<file path="src/rtl/hit_pkg.sv">
// Shared record layout and pairing-FSM encoding for the hit builder.
package hit_pkg;

  localparam int HIT_W      = 72;
  localparam int T_LSB      = 31;
  localparam int T_W        = 38;
  localparam int Q_W        = 31;
  localparam int FLAG_TMISS = 69;
  localparam int FLAG_QMISS = 70;
  localparam int FLAG_LOST  = 71;

  typedef enum logic [1:0] {
    IDLE   = 2'd0,
    HAVE_T = 2'd1,
    HAVE_Q = 2'd2
  } pair_state_e;

  // Assemble a record; the lost flag is filled in later, at the FIFO write.
  function automatic logic [HIT_W-1:0] make_record(input logic [T_W-1:0] t,
                                                   input logic [Q_W-1:0] q,
                                                   input logic           t_miss,
                                                   input logic           q_miss);
    logic [HIT_W-1:0] r;
    r                 = '0;
    r[T_LSB +: T_W]   = t;
    r[Q_W-1:0]        = q;
    r[FLAG_TMISS]     = t_miss;
    r[FLAG_QMISS]     = q_miss;
    return r;
  endfunction

endpackage

</file>
<file path="src/rtl/hit_fifo.sv">
// Synchronous first-word-fall-through FIFO with a registered head word.
// The head register keeps its last value when the FIFO drains empty.
module hit_fifo #(
  parameter int WIDTH = 72,
  parameter int DEPTH = 16
) (
  input  logic                   clk,
  input  logic                   rst,
  input  logic                   push,
  input  logic [WIDTH-1:0]       din,
  output logic                   full,
  input  logic                   pop,
  output logic [WIDTH-1:0]       dout,
  output logic                   empty,
  output logic [$clog2(DEPTH):0] count
);

  localparam int PW = $clog2(DEPTH);
  localparam int CW = PW + 1;

  logic [WIDTH-1:0] mem_q [DEPTH];
  logic [PW-1:0]    wr_ptr_q, wr_ptr_d;
  logic [PW-1:0]    rd_ptr_q, rd_ptr_d;
  logic [PW-1:0]    rd_next;
  logic [CW-1:0]    count_q, count_d;
  logic [WIDTH-1:0] dout_q, dout_d;
  logic             do_push, do_pop;

  assign full  = (count_q == CW'(DEPTH));
  assign empty = (count_q == '0);
  assign count = count_q;
  assign dout  = dout_q;

  // Pointer, occupancy and head-word next-state; a full FIFO still accepts a push when it pops.
  always_comb begin
    do_pop   = pop && !empty;
    do_push  = push && (!full || do_pop);
    rd_next  = rd_ptr_q + PW'(1);
    wr_ptr_d = do_push ? wr_ptr_q + PW'(1) : wr_ptr_q;
    rd_ptr_d = do_pop  ? rd_next           : rd_ptr_q;
    count_d  = count_q;
    case ({do_push, do_pop})
      2'b10:   count_d = count_q + CW'(1);
      2'b01:   count_d = count_q - CW'(1);
      default: count_d = count_q;
    endcase
    dout_d = dout_q;
    if (do_push && (empty || (do_pop && count_q == CW'(1)))) begin
      dout_d = din;
    end else if (do_pop && count_q > CW'(1)) begin
      dout_d = mem_q[rd_next];
    end
  end

  // Control registers with synchronous reset.
  always_ff @(posedge clk) begin
    // NOTE: state is updated with non-blocking assignments so every flop samples pre-edge values.
    if (rst) begin
      wr_ptr_q <= '0;
      rd_ptr_q <= '0;
      count_q  <= '0;
      dout_q   <= '0;
    end else begin
      wr_ptr_q <= wr_ptr_d;
      rd_ptr_q <= rd_ptr_d;
      count_q  <= count_d;
      dout_q   <= dout_d;
    end
  end

  // Storage array write port.
  always_ff @(posedge clk) begin
    // NOTE: the array has no reset; occupancy and pointers alone decide which entries are meaningful.
    if (do_push) mem_q[wr_ptr_q] <= din;
  end

endmodule

</file>
<file path="src/rtl/hit_builder.sv">
// Pairs CFD timestamps with charges into 72-bit hit records and queues them
// in an FWFT FIFO for readout. Unpartnered halves time out as flagged orphans.
module hit_builder
  import hit_pkg::*;
#(
  parameter int MATCH_WINDOW = 16,
  parameter int FIFO_DEPTH   = 16,
  parameter int CNT_W        = 16
) (
  input  logic                        clk,
  input  logic                        rst,
  input  logic                        t_valid,
  input  logic [T_W-1:0]              t_in,
  input  logic                        q_valid,
  input  logic [Q_W-1:0]              q_in,
  output logic                        hit_valid,
  input  logic                        hit_ready,
  output logic [HIT_W-1:0]            hit_data,
  output logic [$clog2(FIFO_DEPTH):0] fifo_count,
  output logic [CNT_W-1:0]            drop_cnt
);

  localparam int TMR_W = 8;

  pair_state_e      state_q, state_d;
  logic [TMR_W-1:0] timer_q, timer_d;
  logic [T_W-1:0]   pend_t_q, pend_t_d;
  logic [Q_W-1:0]   pend_q_q, pend_q_d;
  logic             gen_valid_q, gen_valid_d;
  logic [HIT_W-1:0] gen_rec_q, gen_rec_d;
  logic             lost_q, lost_d;
  logic [CNT_W-1:0] drop_q, drop_d;
  logic             timeout;

  logic             fifo_full, fifo_empty, pop, push_ok;
  logic [HIT_W-1:0] push_rec;

  assign timeout = (timer_q == TMR_W'(MATCH_WINDOW - 1));

  // Pairing FSM next-state: at most one record per cycle, registered before the FIFO write.
  always_comb begin
    // NOTE: every output gets a default first so no path leaves it unassigned and infers a latch.
    state_d     = state_q;
    timer_d     = timer_q;
    pend_t_d    = pend_t_q;
    pend_q_d    = pend_q_q;
    gen_valid_d = 1'b0;
    gen_rec_d   = gen_rec_q;
    case (state_q)
      IDLE: begin
        if (t_valid && q_valid) begin
          gen_valid_d = 1'b1;
          gen_rec_d   = make_record(t_in, q_in, 1'b0, 1'b0);
        end else if (t_valid) begin
          pend_t_d = t_in;
          timer_d  = '0;
          state_d  = HAVE_T;
        end else if (q_valid) begin
          pend_q_d = q_in;
          timer_d  = '0;
          state_d  = HAVE_Q;
        end
      end
      HAVE_T: begin
        if (q_valid) begin
          gen_valid_d = 1'b1;
          gen_rec_d   = make_record(pend_t_q, q_in, 1'b0, 1'b0);
          if (t_valid) begin
            pend_t_d = t_in;
            timer_d  = '0;
          end else begin
            state_d = IDLE;
          end
        end else if (t_valid) begin
          gen_valid_d = 1'b1;
          gen_rec_d   = make_record(pend_t_q, '0, 1'b0, 1'b1);
          pend_t_d    = t_in;
          timer_d     = '0;
        end else if (timeout) begin
          gen_valid_d = 1'b1;
          gen_rec_d   = make_record(pend_t_q, '0, 1'b0, 1'b1);
          state_d     = IDLE;
        end else begin
          timer_d = timer_q + TMR_W'(1);
        end
      end
      HAVE_Q: begin
        if (t_valid) begin
          gen_valid_d = 1'b1;
          gen_rec_d   = make_record(t_in, pend_q_q, 1'b0, 1'b0);
          if (q_valid) begin
            pend_q_d = q_in;
            timer_d  = '0;
          end else begin
            state_d = IDLE;
          end
        end else if (q_valid) begin
          gen_valid_d = 1'b1;
          gen_rec_d   = make_record('0, pend_q_q, 1'b1, 1'b0);
          pend_q_d    = q_in;
          timer_d     = '0;
        end else if (timeout) begin
          gen_valid_d = 1'b1;
          gen_rec_d   = make_record('0, pend_q_q, 1'b1, 1'b0);
          state_d     = IDLE;
        end else begin
          timer_d = timer_q + TMR_W'(1);
        end
      end
      default: state_d = IDLE;
    endcase
  end

  // FIFO admission: a rejected record bumps the drop counter and marks the next stored one as lost.
  always_comb begin
    pop      = !fifo_empty && hit_ready;
    push_ok  = gen_valid_q && (!fifo_full || pop);
    push_rec = {lost_q, gen_rec_q[HIT_W-2:0]};
    lost_d   = lost_q;
    drop_d   = drop_q;
    if (gen_valid_q) begin
      if (push_ok) begin
        lost_d = 1'b0;
      end else begin
        lost_d = 1'b1;
        if (drop_q != '1) drop_d = drop_q + CNT_W'(1);
      end
    end
  end

  // Pairing FSM, generated-record register and drop bookkeeping.
  always_ff @(posedge clk) begin
    if (rst) begin
      state_q     <= IDLE;
      timer_q     <= '0;
      pend_t_q    <= '0;
      pend_q_q    <= '0;
      gen_valid_q <= 1'b0;
      gen_rec_q   <= '0;
      lost_q      <= 1'b0;
      drop_q      <= '0;
    end else begin
      state_q     <= state_d;
      timer_q     <= timer_d;
      pend_t_q    <= pend_t_d;
      pend_q_q    <= pend_q_d;
      gen_valid_q <= gen_valid_d;
      gen_rec_q   <= gen_rec_d;
      lost_q      <= lost_d;
      drop_q      <= drop_d;
    end
  end

  hit_fifo #(
    .WIDTH (HIT_W),
    .DEPTH (FIFO_DEPTH)
  ) u_fifo (
    .clk   (clk),
    .rst   (rst),
    .push  (push_ok),
    .din   (push_rec),
    .full  (fifo_full),
    .pop   (pop),
    .dout  (hit_data),
    .empty (fifo_empty),
    .count (fifo_count)
  );

  assign hit_valid = !fifo_empty;
  assign drop_cnt  = drop_q;

endmodule
</file>
<file path="config.mk">
export PLATFORM = sky130hd
export DESIGN_NAME = hit_builder
export DESIGN_NICKNAME = d
export VERILOG_FILES = /design/src/rtl/hit_pkg.sv /design/src/rtl/hit_fifo.sv /design/src/rtl/hit_builder.sv
export SDC_FILE = /design/constraint.sdc
export NUM_CORES = 2
export LEC_CHECK = 0
export CAP_MARGIN = 15
export CORE_MARGIN = 8
export CORE_UTILIZATION = 61
export DETAILED_ROUTE_END_ITERATION = 8
export GPL_TIMING_DRIVEN = 0
export PLACE_DENSITY = 0.79
export SLEW_MARGIN = 20
export SYNTH_ARGS = -nofsm -noshare
export SYNTH_HDL_FRONTEND = slang
export SYNTH_SLANG_ARGS = --single-unit
</file>
<file path="constraint.sdc">
create_clock -name clk -period 11.3 [get_ports clk]
set_input_delay 2.26 -clock clk [delete_from_list [all_inputs] [get_ports clk]]
set_output_delay 2.26 -clock clk [all_outputs]
set_load 0.05 [all_outputs]
</file>
==> results.py <==
metrics = {
    "final_layout": {
        "register_area_um2": 39700,
        "drive_above_1_share_pct": 20.0,
        "multi_input_area_um2": 13500,
        "final_core_util_pct": 71.8,
        "syn_to_final_growth_pct": 17.2,
        "nNetsFinal": 3503,
        "num-fill-cells": 4949,
        "finalInstanceArea_um2": 63300,
        "finalNonFillerCells": 4692,
    },
    "detailed_routing": {
        "avgRoutedWirePerCell_um": 32.7,
        "drt_iter0_markers": 5470,
        "num_vias": 32700,
        "drtPass1Iterations": 6,
        "wl_um": 153000,
        "routed_via_density": 6.97,
        "ant_nets": 0,
        "drc": 0,
    },
    "logic_synthesis": {
        "synth.yosys.seq_area_share_pct": 73.4,
        "async_flop_share_pct": 0,
        "synthMuxAreaShare_pct": 14.3,
        "synth_top_area_share_pct": 64.0,
        "synth_simple_gate_area_share_pct": 3.91,
        "syn_area_um2": 54000,
        "synth.largest_area_cell": "edfxtp_1",
        "synth_compound_area_share_pct": 5.82,
        "synth_fa_ha_area_share_pct": 0.371,
        "synth-seq-cells": 1405,
        "synth_top_cells_by_area": "edfxtp_1 (64%), mux4_2 (12%), dfxtp_1 (9.4%), mux2i_1 (2.2%), a22oi_1 (1.7%)",
        "synth_xor_area_share_pct": 0.403,
        "synth.net_count": 3095,
        "synth_top_family_by_area": "multiplexers",
        "synth_edf_count": 1152,
        "ys_types": 69,
        "synth_cells": 3005,
        "ys.flop_type": "edfxtp_1",
        "syn_avg_cell_area_um2": 18.0,
        "ys.warnings.count": 0,
    },
    "sta": {
        "tightest_slew_ps": 1210,
        "slew_headroom_pct": 19.4,
        "fin_skew_ps": 31.4,
        "rsz0062_at_grt": "no",
        "slew_violations": 0,
        "fmax_mhz": 188,
        "finalSetupViolCount": 0,
        "finalSetupTns_ps": 0,
        "finalCritPeriodShare_pct": 47.0,
        "min_period_ps": 5310,
        "hold_slack_ps": 459,
        "finalHoldViolations": 0,
        "fin_ws_ps": 5990,
    },
    "global_routing": {
        "grt_max_degree": 19,
        "grt_pass1_wl_um": 220000,
        "first_global_vias": 33500,
        "antenna_found_initial": 4,
        "track_usage_pct": 30.7,
        "grt-ovfl-total": 0,
    },
    "die": {
        "std_cell_rows": 109,
        "core_area_um2": 88100,
        "die_area_um2": 98300,
        "dieWidth_um": 314,
        "fp.dieH_um": 314,
        "io_pins": 168,
        "start_util_pct": 61.3,
    },
    "pwr": {
        "p_per_area_nw_per_um2": 222,
        "power_mw": 14.0,
        "cellLeakagePower_nw": 20.1,
        "ir_worst_vdd_uv": 195,
    },
    "setup_path": {
        "setup.worst_path.class": "in2reg",
        "endpoint_kind": "flip-flop",
        "cp-start-kind": "input port",
        "crit_arrival_ps": 5940,
        "required_ps": 11930,
        "rr_startpoint": "u_fifo.count[0]$_SDFFE_PP0P_",
        "cp_max_fo": 10,
        "worstSetupStartpoint": "hit_ready",
    },
    "clock_tree": {
        "clock_latency_ps": 750,
        "cts_max_path_buffers": 3,
        "clk_pin_slew_worst_paths_ps": 70,
        "ctsRootBufferMaster": "clkbuf_16",
        "numCtsBuffers": 135,
        "cts_setup_buffers": 0,
        "cts_tree": "yes",
        "h-tree-depth": 4,
        "ctsHoldBuffers": 0,
        "post_cts_resized": 0,
        "clock_sinks": 1405,
    },
    "placed_design": {
        "place_congestion": 0.869,
        "placed_cell_area_um2": 59000,
        "place_ws_ps": 5380,
        "dp_hpwl_um": 98800,
        "numPortBuffers": 167,
        "place_inst": 4441,
    },
    "status": {
        "run_status": "complete, no violations",
    },
    "job": {
        "maxCapViolCount": 0,
    },
    "min_path": {
        "hp-start": "pend_t_q[14]$_SDFFE_PP0P_",
        "min_path_type": "reg2reg",
    },
}
## cells in the final DEF (no fill, tap or decap), types with 13 or more instances in the layout
master           netlist  layout
clkbuf_16              0     136
buf_16                 0      32
mux4_2               288     288
a211oi_1              75      75
a21oi_1               87      87
dfxtp_1              253     253
a22oi_1              119     119
inv_1                 13      13
nor4_1                25      25
clkinv_2               0      19
buf_12                 0      20
o21ai_0               54      54
xnor2_1               16      16
clkdlybuf4s50_1        0     167
clkbuf_1             106     134
buf_4                 12      49
a32o_1                21      21
mux2i_1              121     121
nand3_1               17      17
nor2_1               168     156
nand2_1              217     217
o22a_1                49      49
clkinv_1               0      22
edfxtp_1            1152    1152
ha_1                  16      16
buf_6                  4      19
buf_2                 70      70
## where the power goes
part,switching (mW),internal [mW]
clock,1.92,2.50
combinational,1.93,1.29
sequential,0.382,6.01
total,4.23,9.81
## cell usage after synthesis (2+ instances only)
| library cell | number |
|---|---|
| xnor2_1 | 16 |
| nor2b_1 | 4 |
| nor3b_1 | 2 |
| mux4_2 | 288 |
| nor3_1 | 15 |
| mux2_2 | 3 |
| a211oi_1 | 75 |
| o21ai_0 | 54 |
| edfxtp_1 | 1152 |
| xor2_1 | 7 |
| buf_6 | 4 |
| o22a_1 | 49 |
| nand4_1 | 7 |
| nand3_1 | 17 |
| nand2_1 | 217 |
| o21a_1 | 2 |
| buf_2 | 70 |
| a311oi_1 | 2 |
| buf_4 | 12 |
| a22oi_1 | 119 |
| buf_1 | 4 |
| inv_1 | 13 |
| a21oi_1 | 87 |
| a31oi_1 | 3 |
| a32oi_1 | 3 |
| o211a_1 | 2 |
| and2_1 | 6 |
| or2_2 | 2 |
| o31ai_1 | 2 |
| nand2b_1 | 7 |
| and3_1 | 7 |
| a32o_1 | 21 |
| nand3b_1 | 2 |
| or3_1 | 5 |
| a21o_1 | 4 |
| ha_1 | 16 |
| dfxtp_1 | 253 |
| nor2_1 | 168 |
| nor4_1 | 25 |
| o21ai_1 | 6 |
| mux2i_1 | 121 |
| clkbuf_1 | 106 |
## registers in the layout, summed over array words and instances, names as in the netlist
| signal | cells |
|---|---|
| u_fifo.mem_q | 1152 |
| gen_rec_q | 71 |
| u_fifo.rd_ptr_q | 4 |
| state_q | 2 |
| u_fifo.dout | 72 |
| u_fifo.wr_ptr_q | 4 |
| timer_q | 8 |
| pend_t_q | 38 |
| lost_q | 1 |
| pend_q_q | 31 |
| drop_cnt | 16 |
| gen_valid_q | 1 |
| u_fifo.count | 5 |
## layer usage
| layer | share of wire [%] | GRT usage [%] |
|---|---|---|
| met2 | 47 | 48.7 |
| met4 | 5.4 | 15.3 |
| met5 | 0 | 0 |
| met3 | 13 | 8.29 |
| met1 | 34 | 39.5 |
## final timing paths
path,to,slack [ps],depth (start not counted)
max,u_fifo.dout[62]$_SDFFE_PP0P_,5990,8
min,pend_t_q[14]$_SDFFE_PP0P_,460,2
max reg2reg,u_fifo.mem_q[1][49]$_DFFE_PP_,7360,11
min reg2reg,pend_t_q[14]$_SDFFE_PP0P_,460,2
## logic make-up (layout without fill, tap and decap cells)
family          count (synthesis)  count (layout)
buf+inv                       209             727
simple gates                  492             492
flops                        1405            1405
mux                           413             413
xor+xnor                       24              24
fa+ha+maj                      16              16
compound gates                446             446
other cells                     0               4
## final cells by class
cell class                 instances  share of cell area [%]
sequential                      1405                    62.7
multi-input combinational       1391                    21.4
clock buffer                     178                    5.80
timing repair buffer             271                    5.37
tap                             1165                    2.30
buffer                           196                    1.42
clock inverter                    69                   0.986
inverter                          13                  0.0771
antenna                            4                  0.0158
## worst max-delay path: stages
cell             delay [ps]
clkdlybuf4s50_1         680
a21o_1                  210
and3_1                  160
clkbuf_1                650
clkbuf_1                700
clkbuf_1                750
a22oi_1                 240
o21ai_0                 270
No activity file was read; power rests on OpenSTA's default activity.
